## config.mk

```make
export PLATFORM = sky130hd
export DESIGN_NAME = mutex_requester_5
export DESIGN_NICKNAME = d
export VERILOG_FILES = /design/src/rtl/mutex_requester_5.sv
export SDC_FILE = /design/constraint.sdc
export NUM_CORES = 1
export LEC_CHECK = 0
export ABC_AREA = 1
export BUFFER_PORTS_ARGS = -buffer_cell sky130_fd_sc_hd__buf_2
export CAP_MARGIN = 20
export CORE_ASPECT_RATIO = 0.75
export CORE_MARGIN = 2
export CORE_UTILIZATION = 25
export DETAILED_ROUTE_END_ITERATION = 16
export HOLD_SLACK_MARGIN = 0.1
export PLACE_DENSITY = 0.45
export REMOVE_ABC_BUFFERS = 1
export SLEW_MARGIN = 5
export SYNTH_ARGS = -nofsm -noshare
export SYNTH_HDL_FRONTEND = slang
export SYNTH_SLANG_ARGS = --single-unit
```

## constraint.sdc

```tcl
create_clock -name CLK -period 2.2 [get_ports CLK]
set_input_delay 0 -clock CLK [delete_from_list [all_inputs] [get_ports CLK]]
set_output_delay 0 -clock CLK [all_outputs]
set_load 0.1 [all_outputs]
```

## src/rtl/mutex_requester_5.sv

```systemverilog
// mutex_requester_5: synchronous five-channel client for the async mutex arbiter.
// Drives requests, synchronises grants, times each hold and flags exclusion faults.
module mutex_requester_5 #(
    parameter int SYNC_STAGES = 2,
    parameter int HOLD_W      = 8
) (
    input  logic                CLK,
    input  logic                RST_N,
    input  logic [4:0]          START,
    input  logic [5*HOLD_W-1:0] HOLD_LEN,
    input  logic                CLR_ERR,
    output logic [4:0]          REQ,
    input  logic [4:0]          GNT,
    output logic [4:0]          BUSY,
    output logic [4:0]          DONE,
    output logic [2:0]          OWNER,
    output logic                ERR_MULTI,
    output logic                ERR_PROTO
);
    typedef enum logic [1:0] {IDLE, WAIT, HOLD, REL} state_e;

    state_e            state_q [5];
    state_e            state_d [5];
    logic [HOLD_W-1:0] len_q   [5];
    logic [HOLD_W-1:0] len_d   [5];
    logic [HOLD_W-1:0] cnt_q   [5];
    logic [HOLD_W-1:0] cnt_d   [5];
    logic [HOLD_W-1:0] slice;

    logic [SYNC_STAGES-1:0][4:0] sync_q;
    logic [4:0] gs;
    logic [4:0] idle_m;
    logic [4:0] req_d, req_q;
    logic [4:0] done_d, done_q;
    logic       err_multi_d, err_multi_q;
    logic       err_proto_d, err_proto_q;

    assign gs = sync_q[SYNC_STAGES-1];

    always_ff @(posedge CLK or negedge RST_N) begin
        if (!RST_N) begin
            for (int i = 0; i < 5; i++) begin
                state_q[i] <= IDLE;
                len_q[i]   <= '0;
                cnt_q[i]   <= '0;
            end
            sync_q      <= '0;
            req_q       <= '0;
            done_q      <= '0;
            err_multi_q <= 1'b0;
            err_proto_q <= 1'b0;
        end else begin
            for (int i = 0; i < 5; i++) begin
                state_q[i] <= state_d[i];
                len_q[i]   <= len_d[i];
                cnt_q[i]   <= cnt_d[i];
            end
            sync_q      <= {sync_q[SYNC_STAGES-2:0], GNT};
            req_q       <= req_d;
            done_q      <= done_d;
            err_multi_q <= err_multi_d;
            err_proto_q <= err_proto_d;
        end
    end

    // REQ is registered from the next state so it never glitches toward the mutex
    always_comb begin
        req_d  = '0;
        done_d = '0;
        idle_m = '0;
        slice  = '0;
        for (int i = 0; i < 5; i++) begin
            state_d[i] = state_q[i];
            len_d[i]   = len_q[i];
            cnt_d[i]   = cnt_q[i];
            idle_m[i]  = (state_q[i] == IDLE);
            slice      = HOLD_LEN[i*HOLD_W +: HOLD_W];
            unique case (state_q[i])
                IDLE: begin
                    if (START[i]) begin
                        state_d[i] = WAIT;
                        len_d[i]   = (slice == '0) ? HOLD_W'(1) : slice;
                    end
                end
                WAIT: begin
                    if (gs[i]) begin
                        state_d[i] = HOLD;
                        cnt_d[i]   = len_q[i];
                    end
                end
                HOLD: begin
                    cnt_d[i] = cnt_q[i] - HOLD_W'(1);
                    if (cnt_q[i] == HOLD_W'(1)) begin
                        state_d[i] = REL;
                    end
                end
                REL: begin
                    if (!gs[i]) begin
                        state_d[i] = IDLE;
                        done_d[i]  = 1'b1;
                    end
                end
                default: ;
            endcase
            req_d[i] = (state_d[i] == WAIT) || (state_d[i] == HOLD);
        end
    end

    // a new error in the same cycle as CLR_ERR keeps the flag set
    always_comb begin
        err_multi_d = (|(gs & (gs - 5'd1))) | (err_multi_q & ~CLR_ERR);
        err_proto_d = (|(gs & idle_m)) | (err_proto_q & ~CLR_ERR);
    end

    always_comb begin
        OWNER = 3'd7;
        for (int i = 4; i >= 0; i--) begin
            if (state_q[i] == HOLD) begin
                OWNER = 3'(i);
            end
        end
    end

    assign REQ       = req_q;
    assign BUSY      = ~idle_m;
    assign DONE      = done_q;
    assign ERR_MULTI = err_multi_q;
    assign ERR_PROTO = err_proto_q;
endmodule

```

==> results.yml <==
status:
  status: "finished clean"
yosys:
  warnings_synthesis: 0
  netlist.area_leader.share_pct: 48.5
  post_synth_inst_count: 755
  yosys-top-cells-area: "sky130_fd_sc_hd__dfrtp_1 49%, sky130_fd_sc_hd__nand2_1 12%, sky130_fd_sc_hd__o21ai_0 7.2%"
  synth.yosys.seq_area_share_pct: 48.5
  synth_cell_types: 30
  synthesis.area_per_instance_um2: 7.65
  synth_top_cell_by_area: "sky130_fd_sc_hd__dfrtp_1"
  netlist_area_mm2: 0.00578
  synth_seq_cells: 112
clock_network:
  cts.clk_slew.worst_paths_ns: 0.08
  clock_path_buffers: 2
  postCtsResizedCells: 0
  holdBufCountCts: 60
  ctsHtreeMaxLevel: 3
  clock_tree_from_tritoncts: "yes"
  tritoncts_num_sinks: 112
  clock_insertion_delay_worst_skew_ns: 0.36
  cts_root_buf: "sky130_fd_sc_hd__clkbuf_16"
  cts_setup_buffers: 0
  cts_made_buffers: 9
timing:
  finalHoldViolations: 0
  hold_slack_ns: 0.138
  timing.max_slew.rel_slack_pct: 58.5
  worst_clock_skew_ns: 0.00828
  final.period_utilization_pct: 91.4
  fmaxAchievable_mhz: 497
  worstMarginPinSlew_ns: 0.622
  rsz0062_at_grt: "false"
  number_of_endpoints_failing_setup_at_the_final_stage: 0
  final.min_clock_period_ns: 2.01
  timing_max_transition_violations_final: 0
setup_path:
  critPathCapture: "OWNER[0]"
  cp-end-kind: "output pin"
  critical_path.n_buffers_inverters: 3
  timing.critical_path.arrival_ns: 2.01
  cp_max_fo: 13
  startpoint: "state_q[2]"
  cpMaxStageDelayCell: "sky130_fd_sc_hd__buf_2"
  critPathKind: "reg -> out"
  cp.required_ns: 2.20
  r2r-start: "state_q[9]"
  critical_path_stages: 6
  timing.critical_path.slowest_cell_delay_ns: 0.47
  cpMostUsedCell: "sky130_fd_sc_hd__inv_2"
  path_cells: "inv_2, nand2_2, inv_2, o21ai_0, a21oi_1, buf_2"
  rrSetupSlack_ns: 0.22
  cp-start-kind: "flip-flop"
  r2r-end: "len_q[32]"
  worst_path_dominant_cell_family: "buffers and inverters"
  r2r.worst_path.cells: 5
place:
  final_hpwl_dp_mm: 10.8
  dp.cells: 1118
  gp_congestion: 0.791
  placement.io_buffers: 72
floorplanning:
  placeableCoreArea_mm2: 0.0228
  die_width_um: 180
  rows: 48
  start_util_pct: 25.3
  ioPinCount: 73
  floorplan.die.height_um: 136
  design.die.area_mm2: 0.0243
grt:
  grt.met3_usage_pct: 2.74
  grt-busiest-layer: "met2"
  antenna_found_initial: 0
  grt_pass1_wl_mm: 25.6
  grtUsageTotal_pct: 13.1
  grt_max_degree: 113
  first_global_vias: 5026
  use_met2_pct: 19.6
  grt_remaining_overflow: 0
  groute.layer.met1.usage_pct: 19.3
route:
  violation_count_after_the_first_detailed_routing_iteration: 311
  drt.antenna.violating_nets: 0
  route.detailed.drc: 0
  detailroute.via_count: 5070
  drt-wirelength-per-cell_um: 12.6
  postRouteWirelength_mm: 15.1
  firstDrtPassIters: 4
  vias_per_cell: 4.25
final_layout:
  drive_gt1_share_pct: 13.8
  nets: 952
  seqCellArea_mm2: 0.00280
  multi_input_comb_area_mm2: 0.00245
  fillCellCount: 2413
  areaGrowthSynthToFinish_pct: 27.2
  layout.cells.non_filler: 1194
  antenna_cells_inserted: 0
job:
  timing.max_cap.violations: 0
power_and_ir_drop:
  ir_worst_vdd_uv: 697
  total_leakage_power_uw: 0.00368
  pwr_density_cell_mw_per_mm2: 1510
hold_path:
  min-delay-path-class: "in -> reg"
==> synth_stat cells (all sizes together) <==
library cell,count
nor4,1
a22oi,1
or2,4
nor2,99
ha,10
o31ai,1
inv,116
nor3,5
o211ai,10
a31oi,3
o22ai,2
nand4,12
o21a,1
a211oi,1
dfrtp,112
nand3,57
buf,10
a21oi,16
nand2,203
o21ai,91
==> routing by layer <==
layer / vias to the layer above / wire length [µm]
met5: - / 0
met4: 0 / 172
met3: 13 / 450
met2: 77 / 6230
met1: 2307 / 8200
li1: 2673 / -
==> metrics by stage <==
| step | TNS (ns) | utilization (%) | power (µW) | setup slack [ns] | cell area, µm² |
|---|---|---|---|---|---|
| 2_1_floorplan | -0.325 | - | 7930 | -0.222 | 5690 |
| 6_report | 0 | 32.2 | 11100 | 0.189 | 7350 |
| 4_1_cts | 0 | 32.2 | 11200 | 0.167 | 7350 |
| 3_5_place_dp | 0 | 28.3 | 9330 | 0.559 | 6450 |
| 5_1_grt | 0 | 32.2 | 12200 | 0.0500 | 7350 |
| 3_3_place_gp | 0 | 28.3 | 9350 | 0.566 | 6450 |
==> worst min path at each step <==
stage                  start   endpoint  depth (start not counted)
global placement      GNT[2]  sync_q[2]                          1
finish              START[1]  len_q[25]                          3
CTS                 START[1]  len_q[30]                          3
floorplan              RST_N    DONE[0]                          0
detailed placement    GNT[1]  sync_q[1]                          1
global route        START[1]  len_q[25]                          3
==> cell usage in the layout (no fill, tap or decap) <==
cell,n
sky130_fd_sc_hd__buf_12,1
sky130_fd_sc_hd__clkbuf_16,9
sky130_fd_sc_hd__clkinv_8,1
sky130_fd_sc_hd__nor2_4,1
sky130_fd_sc_hd__a22oi_1,1
sky130_fd_sc_hd__buf_2,71
sky130_fd_sc_hd__nor2_1,97
sky130_fd_sc_hd__a211oi_1,1
sky130_fd_sc_hd__nand2_1,192
sky130_fd_sc_hd__nor3_1,5
sky130_fd_sc_hd__clkinvlp_4,1
sky130_fd_sc_hd__nor2_2,1
sky130_fd_sc_hd__o21ai_1,8
sky130_fd_sc_hd__inv_4,1
sky130_fd_sc_hd__o22ai_1,2
sky130_fd_sc_hd__nand2_4,8
sky130_fd_sc_hd__buf_4,1
sky130_fd_sc_hd__a31oi_1,3
sky130_fd_sc_hd__inv_1,103
sky130_fd_sc_hd__o211ai_1,10
sky130_fd_sc_hd__nor4_2,1
sky130_fd_sc_hd__ha_1,10
sky130_fd_sc_hd__o21ai_0,83
sky130_fd_sc_hd__nand2_2,3
sky130_fd_sc_hd__dlygate4sd3_1,60
sky130_fd_sc_hd__dfrtp_1,112
sky130_fd_sc_hd__nand3_4,1
sky130_fd_sc_hd__o31ai_1,1
sky130_fd_sc_hd__nand3_1,54
sky130_fd_sc_hd__a21oi_1,16
sky130_fd_sc_hd__inv_2,12
sky130_fd_sc_hd__or2_2,4
sky130_fd_sc_hd__nand4_1,12
sky130_fd_sc_hd__inv_6,4
sky130_fd_sc_hd__inv_8,1
sky130_fd_sc_hd__nand3_2,2
sky130_fd_sc_hd__o21a_1,1
==> worst reg2reg max path: stages, from the launching register on <==
cell and delay [ns]:
sky130_fd_sc_hd__dfrtp_1 0.48, sky130_fd_sc_hd__nor2_4 0.21, sky130_fd_sc_hd__nand2_1 0.32, sky130_fd_sc_hd__nor3_1 0.26
sky130_fd_sc_hd__dlygate4sd3_1 0.58, sky130_fd_sc_hd__nor2_1 0.04
==> area by class of cell <==
| class | instances | share of cell area, % |
|---|---|---|
| inverter | 116 | 5.96 |
| clock buffer | 9 | 3.06 |
| clock inverter | 7 | 0.954 |
| tap | 300 | 5.11 |
| timing repair buffer | 133 | 13.4 |
| multi-input combinational | 517 | 33.4 |
| sequential | 112 | 38.1 |
==> sequential cells by signal, summed over array words and instances, names as in the netlist <==
register,flops
ERR_MULTI,1
len_q,40
DONE,5
cnt_q,40
REQ,5
ERR_PROTO,1
sync_q,5
gs,5
state_q,10
==> power by group <==
group	internal (µW)	switching (µW)	leakage, µW
registers	2950	778	0.00137
logic	1640	4080	0.00217
clock network	805	858	0.000142
==> cell families after synthesis <==
group | share of synthesized area, %
compound gates | 11.6
fa+ha+maj | 2.17
buf+inv | 8.99
flops | 48.5
simple gates | 28.7
Note: power is estimated with default switching activity, not from simulation.
